**src/rtl/rx_pkg.sv**
```systemverilog
// Shared constants and FSM encoding for the rx low-pass sample-history controller.
package rx_pkg;

    localparam int RX_ADDR_W = 7;
    localparam int RX_DATA_W = 16;
    localparam int RX_DEPTH  = 128;

    typedef enum logic [2:0] {
        S_CLR   = 3'd0,
        S_IDLE  = 3'd1,
        S_WR    = 3'd2,
        S_RD    = 3'd3,
        S_DRAIN = 3'd4,
        S_DONE  = 3'd5
    } rx_state_e;

endpackage

```
**src/rtl/rx_low_pass_ctrl.sv**
```systemverilog
// Sample-history controller: writes each new sample into a circular BRAM and sweeps
// the NTAPS most recent samples out, newest first, as a tap stream for the FIR MAC.
module rx_low_pass_ctrl
    import rx_pkg::*;
#(
    parameter int NTAPS  = 128,
    parameter int ADDR_W = RX_ADDR_W,
    parameter int DATA_W = RX_DATA_W
) (
    input  logic              clk,
    input  logic              rrx_rst,
    input  logic              smp_valid,
    input  logic [DATA_W-1:0] smp_data,
    output logic              busy,
    output logic              overrun,
    output logic              bram_ena,
    output logic              bram_wea,
    output logic [ADDR_W-1:0] bram_addra,
    output logic [DATA_W-1:0] bram_dia,
    output logic              bram_enb,
    output logic [ADDR_W-1:0] bram_addrb,
    input  logic [DATA_W-1:0] bram_dob,
    output logic              tap_valid,
    output logic [DATA_W-1:0] tap_data,
    output logic [ADDR_W-1:0] tap_idx,
    output logic              tap_first,
    output logic              tap_last,
    output logic              done
);

    localparam logic [ADDR_W-1:0] LAST_ADDR = ADDR_W'(RX_DEPTH - 1);
    localparam logic [ADDR_W-1:0] LAST_TAP  = ADDR_W'(NTAPS - 1);

    rx_state_e         r_state;
    rx_state_e         w_state_nxt;
    logic [ADDR_W-1:0] r_clr_cnt;
    logic [ADDR_W-1:0] r_wr_ptr;
    logic [ADDR_W-1:0] r_k;
    logic              r_overrun;
    logic [DATA_W-1:0] r_smp;
    logic              r_tap_vld;
    logic [ADDR_W-1:0] r_tap_idx;
    logic              r_tap_first;
    logic              r_tap_last;

    logic              w_ena;
    logic              w_wea;
    logic [ADDR_W-1:0] w_addra;
    logic [DATA_W-1:0] w_dia;
    logic              w_enb;
    logic [ADDR_W-1:0] w_addrb;
    logic              w_done;
    logic              w_tap_on;

    always_ff @(posedge clk) begin
        if (rrx_rst) begin
            r_state <= S_CLR;
        end else begin
            r_state <= w_state_nxt;
        end
    end

    always_comb begin
        w_state_nxt = r_state;
        w_ena       = 1'b0;
        w_wea       = 1'b0;
        w_addra     = '0;
        w_dia       = '0;
        w_enb       = 1'b0;
        w_addrb     = '0;
        w_done      = 1'b0;
        case (r_state)
            S_CLR: begin
                w_ena   = 1'b1;
                w_wea   = 1'b1;
                w_addra = r_clr_cnt;
                if (r_clr_cnt == LAST_ADDR) w_state_nxt = S_IDLE;
            end
            S_IDLE: begin
                if (smp_valid) w_state_nxt = S_WR;
            end
            S_WR: begin
                w_ena       = 1'b1;
                w_wea       = 1'b1;
                w_addra     = r_wr_ptr;
                w_dia       = r_smp;
                w_state_nxt = S_RD;
            end
            S_RD: begin
                // Walk backwards from the newest sample; address arithmetic wraps with the ring.
                w_enb   = 1'b1;
                w_addrb = r_wr_ptr - r_k;
                if (r_k == LAST_TAP) w_state_nxt = S_DRAIN;
            end
            S_DRAIN: w_state_nxt = S_DONE;
            S_DONE: begin
                w_done      = 1'b1;
                w_state_nxt = S_IDLE;
            end
            default: w_state_nxt = S_CLR;
        endcase
    end

    always_ff @(posedge clk) begin
        if (rrx_rst) begin
            r_clr_cnt <= '0;
            r_wr_ptr  <= '0;
            r_k       <= '0;
            r_overrun <= 1'b0;
            r_tap_vld <= 1'b0;
        end else begin
            if (r_state == S_CLR) r_clr_cnt <= r_clr_cnt + 1'b1;
            if (r_state == S_DONE) r_wr_ptr <= r_wr_ptr + 1'b1;
            if (smp_valid && (r_state != S_IDLE)) r_overrun <= 1'b1;
            r_k       <= (r_state == S_RD) ? r_k + 1'b1 : '0;
            r_tap_vld <= w_enb;
        end
    end

    // Tap side-band is delayed one cycle to line up with the registered BRAM read port.
    always_ff @(posedge clk) begin
        if ((r_state == S_IDLE) && smp_valid) r_smp <= smp_data;
        r_tap_idx   <= r_k;
        r_tap_first <= (r_k == '0);
        r_tap_last  <= (r_k == LAST_TAP);
    end

    assign w_tap_on   = r_tap_vld & ~rrx_rst;

    assign busy       = rrx_rst | (r_state != S_IDLE);
    assign overrun    = r_overrun & ~rrx_rst;
    assign bram_ena   = w_ena & ~rrx_rst;
    assign bram_wea   = w_wea & ~rrx_rst;
    assign bram_addra = rrx_rst ? '0 : w_addra;
    assign bram_dia   = rrx_rst ? '0 : w_dia;
    assign bram_enb   = w_enb & ~rrx_rst;
    assign bram_addrb = rrx_rst ? '0 : w_addrb;
    assign tap_valid  = w_tap_on;
    assign tap_data   = w_tap_on ? bram_dob : '0;
    assign tap_idx    = w_tap_on ? r_tap_idx : '0;
    assign tap_first  = w_tap_on & r_tap_first;
    assign tap_last   = w_tap_on & r_tap_last;
    assign done       = w_done & ~rrx_rst;

endmodule
```
**config.mk**
```make
export PLATFORM = sky130hd
export DESIGN_NAME = rx_low_pass_ctrl
export DESIGN_NICKNAME = d
export VERILOG_FILES = /design/src/rtl/rx_pkg.sv /design/src/rtl/rx_low_pass_ctrl.sv
export SDC_FILE = /design/constraint.sdc
export NUM_CORES = 1
export LEC_CHECK = 0
export ABC_AREA = 1
export CORE_AREA = 2 2 78 80
export CTS_CLUSTER_SIZE = 12
export DETAILED_ROUTE_END_ITERATION = 12
export DIE_AREA = 0 0 80 82
export MAX_ROUTING_LAYER = met4
export PLACE_DENSITY = 0.84
export SYNTH_ARGS = -nofsm -noshare
export SYNTH_HDL_FRONTEND = slang
export SYNTH_SLANG_ARGS = --single-unit
```
**constraint.sdc**
```tcl
create_clock -name clk -period 3.5 [get_ports clk]
set_clock_uncertainty 0.05 [all_clocks]
set_input_delay 0.875 -clock clk [delete_from_list [all_inputs] [get_ports clk]]
set_output_delay 0.875 -clock clk [all_outputs]
set_load 0.01 [all_outputs]
```
==> results of run 1 <==
worst max path at each step:
stage            start       endpoint  slack [ps]  cells past startpoint
2_1_floorplan  rrx_rst   bram_dia[10]         790                      5
3_5_place_dp   rrx_rst   bram_dia[10]          80                      5
5_1_grt        rrx_rst   bram_dia[13]          -7                      5
3_3_place_gp   rrx_rst  bram_addrb[3]         100                      7
6_report       rrx_rst   bram_dia[10]         100                      5
4_1_cts        rrx_rst   bram_dia[10]          70                      5
area by class of cell:
class	instances	area [µm²]
sequential	51	1181
fill	475	1909
clock buffer	6	72.57
inverter	83	311.5
clock inverter	2	12.51
timing repair buffer	104	1039
multi-input combinational	221	1126
tap	75	93.84
per-layer routing:
metal  vias up  GRT usage (%)  wire (µm)
met5         -              -          0
met1      1118          20.75       2539
li1       1312              -          -
met2        88          35.75       3031
met3        10          4.396        452
met4         0          8.814        102
where the power goes:
group	switching (mW)	internal, mW
Clock	0.184	0.139
Combinational	0.0252	0.0498
Sequential	0.00316	0.612
Total	0.212	0.801
registers in the layout, indices dropped and copies added, names as in the netlist:
| signal | flops |
|---|---|
| r_clr_cnt | 7 |
| r_k | 7 |
| r_tap_last | 1 |
| r_tap_idx | 7 |
| r_tap_first | 1 |
| r_wr_ptr | 7 |
| r_overrun | 1 |
| r_state | 3 |
| r_tap_vld | 1 |
| r_smp | 16 |
layout by cell type, fill, tap and decap left out, types with 3 or more instances in the layout:
cell type	n
a21oi_1	21
buf_4	7
clkbuf_8	5
clkdlybuf4s50_1	94
dfxtp_1	35
edfxtp_1	16
ha_1	9
inv_1	76
inv_2	7
nand2_1	53
nand3_1	15
nand4_1	5
nor2_1	76
nor3_1	6
o21ai_0	11
xor2_1	3
worst max-delay path, cell delays in order:
cell and delay, ps:
clkdlybuf4s50_1 480, nor2_1 250, nand2_4 160, nor2_1 150, clkdlybuf4s50_1 550
timing repair:
| action | CTS | global route |
|---|---|---|
| hold buffers | 0 | 0 |
| endpoints found under the hold margin | 0 | 0 |
| setup endpoints to repair | 0 | 10 |
| resized for setup | 0 | 5 |
cells by family (layout without fill, tap and decap cells):
logic type	count (synthesis)	after routing	share of synthesized area [%]
and+or+nand+nor	168	168	27.53
buffers and inverters	94	195	13.95
DFF	51	51	44.19
AOI/OAI and AO/OA	38	38	7.584
adders and majority gates	11	11	5.431
xor gates and xnor gates	4	4	1.311
per-stage QoR:
stage	hold WS [ps]	power (mW)	setup WS, ps
floorplan	314.1	0.6531	791.5
global placement	328.3	0.7016	97.28
detailed placement	335.4	0.7035	75.79
CTS	347.2	1.022	68.38
global route	357.8	1.058	-6.521
finish	343.3	1.013	100.3
==> run summary, run 1 <==
### Status
• outcome: complete, no violations

### Die
• Site Rows: 28
• die width: 80 µm
• standard cell core area: 5746 µm²
• starting utilization of the core area: 46.52%
• die outline area: 6560 µm²
• Die H: 82 µm
• number of I/O pins: 97

### Yosys
• post-synthesis net count: 412
• number of enable flip-flop cells after synthesis: 16
• most instantiated library cell after synthesis: inv_1
• commonest cells in the synthesized netlist: inv_1 (77), nor2_1 (76), nand2_1 (53)
• Post-synth top flop: dfxtp_1
• Synthesis Warnings: 0
• leading cell types by total area after synthesis: dfxtp_1 (26%), edfxtp_1 (18%), inv_1 (11%), nor2_1 (11%), nand2_1 (7.4%)
• biggest area consumer among synthesized cells: dfxtp_1
• FF+latch count, synth: 51
• share of the yosys chip area belonging to registers: 44.19%
• fraction of registers with async set/reset: 0%
• mean area per synthesized cell: 7.302 µm²
• Unique masters post-synth: 32
• Yosys top cell area share: 26.22%
• cell count after synthesis: 366
• summed instance area of the synthesized netlist: 2673 µm²

### GRT
• maximum number of pins on one net before global-route repair: 27
• vias in the first global route: 2349
• antenna violations before repair: 0
• wire length of the first global-routing pass: 9873 µm
• GRT Util Overall: 19.81%
• total gr overflow: 0

### Clock network
• clock transition at the registers of the reported paths: 80 ps
• Post-CTS Repair Setup Buffers: 0
• clock network latency to the later pin of the worst-skew pair: 300 ps
• Max H-tree Level: 2
• buffer cell driving the clock tree root: clkbuf_8
• number of clock buffers inserted by TritonCTS: 5
• maximum buffer depth of the clock tree: 2
• sinks on the clock net: 51
• TritonCTS clock tree: built

### Final layout
• Layout Area Growth over Synthesis: 43.54%
• ratio of cells with drive above 1 in the final layout: 7.281%
• final core occ: 66.77%
• antenna diode count: 0
• number of non-filler instances in the completed layout: 542
• final instance area: 3836 µm²
• final layout net count: 512

### Setup path
• type of the worst setup path: input port to primary output
• worst endpoint required time: 2570 ps
• critical path peak fanout: 16
• Reg2Reg Setup Slack: 1720 ps
• reg-to-reg startpoint: r_state[1]
• Reg2Reg Depth: 6
• critical path capture point type: primary output
• signal arrival time at the worst endpoint: 2470 ps
• worst flop-to-flop path endpoint: r_k[6]
• Setup crit start kind: input port

### Place
• routability congestion estimate: 0.8624
• total cell area at the placement stage: 3739 µm²
• placed wire-length estimate: 4843 µm
• Port Buffer Count: 96
• total instance count after detailed placement: 534

### Detailed routing
• number of detailed-route iterations in the first pass: 4
• DRC: 0
• Total Routed Length: 6126 µm
• final routed wire length divided by cell count: 11.30 µm
• count of vias placed by the detailed router: 2528
• violation count after the first detailed-routing iteration: 70
• Post-DRT Antenna Nets: 0
• vias per std cell: 4.664

### Timing
• max-slew violation total from the final report: 0
• timing-limited maximum frequency: 294.1 MHz
• setup repair after global routing missed its margin: yes
• Final Hold Viols: 0
• final worst path period need: 3400 ps
• relative slew slack: 66.93%
• final period utilization: 97.13%
• total negative slack for setup checks: 0 ps
• Worst Tran Pin Value: 495.3 ps
• final-report setup violation count: 0

### Power and ir drop
• IR Drop Worst-Case VDD: 157.2 µV
• static power due to leakage: 1.659 nW
• power per cell area: 264.0 nW/µm²

### Hold path
• HP Start: r_k[1]
• path class of the lowest-slack min-delay path: flip-flop to flip-flop
• hold-critical path endpoint: r_tap_idx[1]
• instance count along the most critical hold path: 0

### Run
• number of violations of the max-capacitance limit: 0

(Power assumes the default switching activity.)
==> run 2, diff against run 1 <==
--- a/config.mk
+++ b/config.mk
@@ -5,13 +5,13 @@
 export SDC_FILE = /design/constraint.sdc
 export NUM_CORES = 1
 export LEC_CHECK = 0
-export ABC_AREA = 1
-export CORE_AREA = 2 2 78 80
+export CORE_AREA = 2 2 77 79
 export CTS_CLUSTER_SIZE = 12
 export DETAILED_ROUTE_END_ITERATION = 12
-export DIE_AREA = 0 0 80 82
+export DIE_AREA = 0 0 79 81
 export MAX_ROUTING_LAYER = met4
-export PLACE_DENSITY = 0.84
+export PLACE_DENSITY = 0.83
+export SLEW_MARGIN = 20
 export SYNTH_ARGS = -nofsm -noshare
 export SYNTH_HDL_FRONTEND = slang
 export SYNTH_SLANG_ARGS = --single-unit
==> run 2 against run 1 <==
Global-route usage is 1.4 points lower. Worst hold slack got worse by 7.2 ps. Synthesized area fell by 4.3%. Synthesized cell count shrank 29%. Routed wire length down 9.3%. Die area fell by 2.5%. Count of clock-buffer cells in the layout fell by 1. Sequential share of layout area is 0.97 points higher. Non-clock buffer count is 5 higher. Maximum frequency fell by 0.60%. Worst setup slack worse by 20 ps. Core utilization is 1.2 points lower. Critical path type unchanged. Critical endpoint is now bram_addrb[3].
==> run summary, run 2 <==
### Status
• outcome: complete, no violations

### Clock network
• TritonCTS clock tree: built
• clock transition at the registers of the reported paths: 90 ps, about the same
• buffer cell driving the clock tree root: clkbuf_8
• Post-CTS Repair Setup Buffers: 0, unchanged
• number of clock buffers inserted by TritonCTS: 5, unchanged
• sinks on the clock net: 51, unchanged
• maximum buffer depth of the clock tree: 2, unchanged
• Max H-tree Level: 2, unchanged
• # hold bufs at CTS: 0, unchanged
• clock network latency to the later pin of the worst-skew pair: 300 ps, about the same

### GRT
• maximum number of pins on one net before global-route repair: 34, +26%
• total gr overflow: 0, unchanged
• GRT Util Overall: 18.44%, -1.4 points
• wire length of the first global-routing pass: 9128 µm, -7.5%
• antenna violations before repair: 0, unchanged
• vias in the first global route: 2126, -9.5%

### Timing
• final period utilization: 97.72%, +0.59 points
• relative slew slack: 54.18%, -13 points
• setup repair after global routing missed its margin: no
• total negative slack for setup checks: 0 ps, unchanged
• final worst path period need: 3420 ps, +20.48 ps
• timing-limited maximum frequency: 292.4 MHz, -0.60%
• max-slew violation total from the final report: 0, unchanged
• Final Hold Viols: 0, unchanged
• final-report setup violation count: 0, unchanged
• Worst Tran Pin Value: 687.3 ps, +192.0 ps

### Power and ir drop
• IR Drop Worst-Case VDD: 141.3 µV, -10%
• static power due to leakage: 1.666 nW, +0.43%
• power per cell area: 273.0 nW/µm², +3.4%
• total power after layout: 1.015 mW, +0.24%

### Detailed routing
• vias per std cell: 4.977, +6.7%
• violation count after the first detailed-routing iteration: 129, +84%
• number of detailed-route iterations in the first pass: 4, unchanged
• final routed wire length divided by cell count: 12.65 µm, +12%
• Total Routed Length: 5555 µm, -9.3%
• Post-DRT Antenna Nets: 0, unchanged
• count of vias placed by the detailed router: 2185, -14%
• DRC: 0, unchanged

### Final layout
• Filler cells: 463, -2.5%
• ratio of cells with drive above 1 in the final layout: 8.791%, +1.5 points
• flip-flop count of the largest register, all copies and words added: 16, unchanged
• antenna diode count: 0, unchanged
• leading cell type in the layout, fill and taps excluded: clkdlybuf4s50_1
• most frequent cells in the layout: clkdlybuf4s50_1 (69), dfxtp_1 (35), nor2_1 (31)
• final layout net count: 409, -20%
• number of non-filler instances in the completed layout: 439, -19%
• register with the highest flop count: r_smp
• final core occ: 65.52%, -1.2 points
• final instance area: 3719 µm², -3.1%
• Layout Area Growth over Synthesis: 45.40%

### Setup path
• reg-to-reg startpoint: r_state[1]
• Setup crit start kind: input port
• type of the worst setup path: input port to primary output
• critical path peak fanout: 7, -9
• critical path capture point type: primary output
• signal arrival time at the worst endpoint: 2500 ps, +30 ps
• worst endpoint required time: 2570 ps, about the same
• worst flop-to-flop path endpoint: r_smp[5]
• Reg2Reg Setup Slack: 1750 ps, +30 ps
• Reg2Reg Depth: 3, -3

### Yosys
• share of the yosys chip area belonging to registers: 46.18%, +2.0 points
• Unique masters post-synth: 43, +34%
• Yosys top cell area share: 27.40%, +1.2 points
• Synthesis Warnings: 0, unchanged
• biggest area consumer among synthesized cells: dfxtp_1
• commonest cells in the synthesized netlist: dfxtp_1 (35), nor2_1 (31), and2_1 (27)
• FF+latch count, synth: 51, unchanged
• most instantiated library cell after synthesis: dfxtp_1
• leading cell types by total area after synthesis: dfxtp_1 (27%), edfxtp_1 (19%), and2_1 (6.6%), and3_1 (4.9%), ha_1 (4.9%)
• summed instance area of the synthesized netlist: 2557 µm², -4.3%
• mean area per synthesized cell: 9.799 µm², +34%
• cell count after synthesis: 261, -29%
• Post-synth top flop: dfxtp_1
• post-synthesis net count: 307, -25%
• number of enable flip-flop cells after synthesis: 16, unchanged
• fraction of registers with async set/reset: 0%, unchanged

### Die
• starting utilization of the core area: 45.06%, -1.5 points
• number of I/O pins: 97, unchanged
• Site Rows: 28, unchanged
• Die H: 81 µm, -1.2%
• die outline area: 6399 µm², -2.5%
• die width: 79 µm, -1.3%
• standard cell core area: 5675 µm², -1.2%

### Run
• number of violations of the max-capacitance limit: 0, unchanged

### Place
• Port Buffer Count: 96, unchanged
• placed wire-length estimate: 4178 µm, -14%
• total instance count after detailed placement: 431, -19%
• total cell area at the placement stage: 3618 µm², -3.2%
• routability congestion estimate: 0.8458, -1.9%

### Hold path
• HP Start: r_k[1]
• instance count along the most critical hold path: 0, unchanged
• path class of the lowest-slack min-delay path: flip-flop to flip-flop
• hold-critical path endpoint: r_tap_idx[1]

==> run 2: worst max-delay path: stages <==
cell,delay [ps]
clkdlybuf4s50_1,410
nand4bb_1,210
buf_4,190
inv_2,100
and4_1,170
clkdlybuf4s50_1,540
==> run 2: worst max path at each step <==
| stage | start | slack, ps | to |
|---|---|---|---|
| floorplan | r_wr_ptr[0] | 690 | bram_addrb[6] |
| global placement | rrx_rst | -90 | bram_addrb[5] |
| detailed placement | rrx_rst | -120 | bram_addrb[5] |
| CTS | r_wr_ptr[0] | 6 | bram_addrb[6] |
| global route | r_wr_ptr[0] | 10 | bram_addrb[6] |
| finish | rrx_rst | 80 | bram_addrb[3] |
==> run 2: timing repair <==
action | in CTS | in global routing
endpoints found under the setup margin | 20 | 9
endpoints found under the hold margin | 0 | 0
resized for setup | 22 | 12
==> run 2: cell type report <==
type,count,area [µm²],share of cell area [%]
multi-input combinational,182,1239,33.31
clock inverter,3,20.02,0.5384
inverter,14,65.06,1.750
timing repair buffer,109,1051,28.26
tap,75,93.84,2.524
sequential,51,1181,31.76
clock buffer,5,68.82,1.851
==> run 2: kinds of logic (layout without fill, tap and decap cells) <==
kind of cell	count (synthesis)	in the layout	synth area share, %
and+or+nand+nor	119	119	26.32
DFF	51	51	46.18
adders and majority gates	11	11	5.675
AOI/OAI and AO/OA	25	25	6.213
muxes	10	10	3.963
buffers and inverters	28	131	5.822
xor gates and xnor gates	17	17	5.822
==> run 2: power breakdown <==
group          switching, mW  total, mW  internal (mW)
Sequential           0.00396      0.616          0.612
Clock                  0.189      0.328          0.139
Combinational         0.0225     0.0704         0.0479
==> run 2: metrics by stage <==
step	hold slack (ps)	setup slack, ps
6_report	336.2	79.80
5_1_grt	353.8	11.62
4_1_cts	338.4	5.792
3_5_place_dp	325.8	-122.8
3_3_place_gp	325.1	-94.80
2_1_floorplan	313.0	691.0
==> run 2: routing by layer <==
metal	global-route usage (%)	part of all wire, %	wire [µm]	vias up
met5	-	0	0	-
met4	8.793	2.0	111	0
met3	4.444	6.8	379	11
met2	31.86	49	2743	77
met1	20.07	42	2321	999
li1	-	-	-	1098
==> run 3, diff against run 2 <==
--- a/config.mk
+++ b/config.mk
@@ -5,6 +5,7 @@
 export SDC_FILE = /design/constraint.sdc
 export NUM_CORES = 1
 export LEC_CHECK = 0
+export CAP_MARGIN = 5
 export CORE_AREA = 2 2 77 79
 export CTS_CLUSTER_SIZE = 12
 export DETAILED_ROUTE_END_ITERATION = 12
==> constraint.sdc (replaced) <==
create_clock -name clk -period 3.5 [get_ports clk]
set_clock_uncertainty 0.05 [all_clocks]
set_input_delay 1.05 -clock clk [delete_from_list [all_inputs] [get_ports clk]]
set_output_delay 1.05 -clock clk [all_outputs]
set_load 0.01 [all_outputs]
==> run 3 against run 2 <==
Non-clock buffer count is 15 higher. Sequential share of layout area is 1.1 points lower. Clock power is 2% lower. Total power is 0.16% higher. Largest power group unchanged. Global-route usage is 1.9 points higher. Combinational power is 14% higher. Maximum frequency is 0.54% lower. Count of clock-buffer cells in the layout stayed put. Via count is 4.5% higher.
==> run summary, run 3 (same netlist as run 2, synthesis figures left out) <==
### Status
• outcome: complete, no violations

### Final layout
• ratio of cells with drive above 1 in the final layout: 19.16%, +10 points
• most frequent cells in the layout: clkdlybuf4s50_1 (36), dfxtp_1 (35), nor2_1 (29)
• number of non-filler instances in the completed layout: 456, +3.9%
• final instance area: 3847 µm², +3.5%
• Layout Area Growth over Synthesis: 50.44%
• flip-flop count of the largest register, all copies and words added: 16, unchanged
• register with the highest flop count: r_smp
• final layout net count: 426, +4.2%
• antenna diode count: 0, unchanged
• leading cell type in the layout, fill and taps excluded: clkdlybuf4s50_1

### Place
• routability congestion estimate: 0.8327, -1.5%
• total cell area at the placement stage: 3671 µm², +1.5%
• placed wire-length estimate: 4352 µm, +4.2%
• Setup WS pre-CTS: -469.7 ps, -346.9 ps
• Port Buffer Count: 96, unchanged
• total instance count after detailed placement: 438, +1.6%

### Power and ir drop
• IR Drop Worst-Case VDD: 162.5 µV, +15%
• Flop pwr share: 60.6%, about the same
• power per cell area: 264.3 nW/µm², -3.2%
• Psw: 215.9 µW, +0.22%
• switching part of the total: 21.23%, about the same
• combinational share of power: 7.9%, +1.0 points
• Clk network pwr share: 31.5%, -0.9 points
• internal power contribution: 800.9 µW, +0.15%
• static power due to leakage: 2.065 nW, +24%

### Clock network
• Max H-tree Level: 2, unchanged
• clock transition at the registers of the reported paths: 90 ps, about the same
• buffer cell driving the clock tree root: clkbuf_8
• number of clock buffers inserted by TritonCTS: 5, unchanged
• # hold bufs at CTS: 0, unchanged
• maximum buffer depth of the clock tree: 2, unchanged
• TritonCTS clock tree: built
• clock network latency to the later pin of the worst-skew pair: 300 ps, about the same
• sinks on the clock net: 51, unchanged

### Timing
• setup repair after global routing missed its margin: yes
• max-slew violation total from the final report: 0, unchanged
• Final Hold Viols: 0, unchanged
• PnR worst setup slack: 61.14 ps, -18.66 ps
• relative slew slack: 56.29%, +2.1 points
• final worst path period need: 3439 ps, +18.66 ps
• final period utilization: 98.25%, +0.53 points
• final-report setup violation count: 0, unchanged
• timing-limited maximum frequency: 290.8 MHz, -0.54%
• Worst Tran Pin Value: 655.7 ps, -31.62 ps

### Setup path
• worst endpoint required time: 2400 ps, -170 ps
• type of the worst setup path: input port to primary output
• signal arrival time at the worst endpoint: 2340 ps, -160 ps
• critical path capture point type: primary output
• startpoint of the worst setup timing path: rrx_rst
• Setup crit start kind: input port
• reg-to-reg startpoint: r_state[1]
• critical path peak fanout: 5, -2

### GRT
• maximum number of pins on one net before global-route repair: 34, unchanged
• wire length of the first global-routing pass: 9942 µm, +8.9%
• total gr overflow: 0, unchanged
• GRT Util Overall: 20.30%, +1.9 points
• antenna violations before repair: 0, unchanged
• vias in the first global route: 2074, -2.4%

### Detailed routing
• Post-DRT Antenna Nets: 0, unchanged
• count of vias placed by the detailed router: 2283, +4.5%
• violation count after the first detailed-routing iteration: 117, -9.3%
• final routed wire length divided by cell count: 13.83 µm, +9.3%
• DRC: 0, unchanged
• number of detailed-route iterations in the first pass: 4, unchanged
• Total Routed Length: 6307 µm, +14%
• vias per std cell: 5.007, +0.59%

### Die
• die outline area: 6399 µm², unchanged
• standard cell core area: 5675 µm², unchanged
• Site Rows: 28, unchanged
• number of I/O pins: 97, unchanged
• Die H: 81 µm, unchanged
• die width: 79 µm, unchanged
• starting utilization of the core area: 45.06%, unchanged

### Hold path
• path class of the lowest-slack min-delay path: flip-flop to flip-flop
• HP Start: r_k[1]

### Run
• number of violations of the max-capacitance limit: 0, unchanged

[run 3: power by group through the flow]
stage               clock network, mW  registers, mW  logic (mW)
finish                          0.320          0.616      0.0802
global route                    0.348          0.617      0.0875
CTS                             0.327          0.616      0.0792
detailed placement                  0          0.630      0.0701
global placement                    0          0.630      0.0683
floorplan                           0          0.629      0.0240
[run 3: per-layer routing]
layer / vias up / share of wire [%] / global-route usage [%] / wire length [µm]
met3: 6 / 6.7 / 3.556 / 424
met4: 0 / 1.2 / 6.207 / 78
li1: 1137 / - / - / -
met5: - / 0 / - / 0
met1: 1054 / 44 / 25.72 / 2790
met2: 86 / 48 / 33.47 / 3012
[run 3: worst paths after layout]
kind	cells past startpoint	endpoint	slack, ps
max	7	bram_addra[5]	60
min	0	r_tap_idx[1]	350
max reg2reg	3	r_smp[5]	1770
min reg2reg	0	r_tap_idx[1]	350
[run 3: worst max-delay path, stage by stage]
cell and delay (ps):
dlygate4sd2_1 250, buf_6 130, or3_4 350, buf_12 160, buf_4 150, nor2_1 110
buf_2 140
[run 3: layout make-up]
cell class              instances  area, µm²
repair inverters                2      17.52
fillers                       446       1828
inverters                      14      65.06
multi-input cells             182       1259
repair buffers                124       1147
clock buffers                   5      68.82
flip-flops and latches         51       1181
clock inverters                 3      15.01
well taps                      75      93.84
[run 3: timing repair]
action / 4_1_cts / 5_1_grt
buffers inserted: 5 / 1
pin swaps: 1 / 2
cloned: 3 / 1
resized for setup: 103 / 41
endpoints found under the hold margin: 0 / 0
endpoints found under the setup margin: 61 / 38
[run 3: metrics by stage]
step	power [mW]	util, %	TNS, ps	hold slack (ps)
6_report	1.017	67.79	0	346.0
5_1_grt	1.052	67.79	-32.09	360.1
4_1_cts	1.022	66.27	-21.79	348.1
3_5_place_dp	0.7001	64.68	-19310	334.8
3_3_place_gp	0.6981	64.68	-18700	323.0
2_1_floorplan	0.6531	-	0	313.0
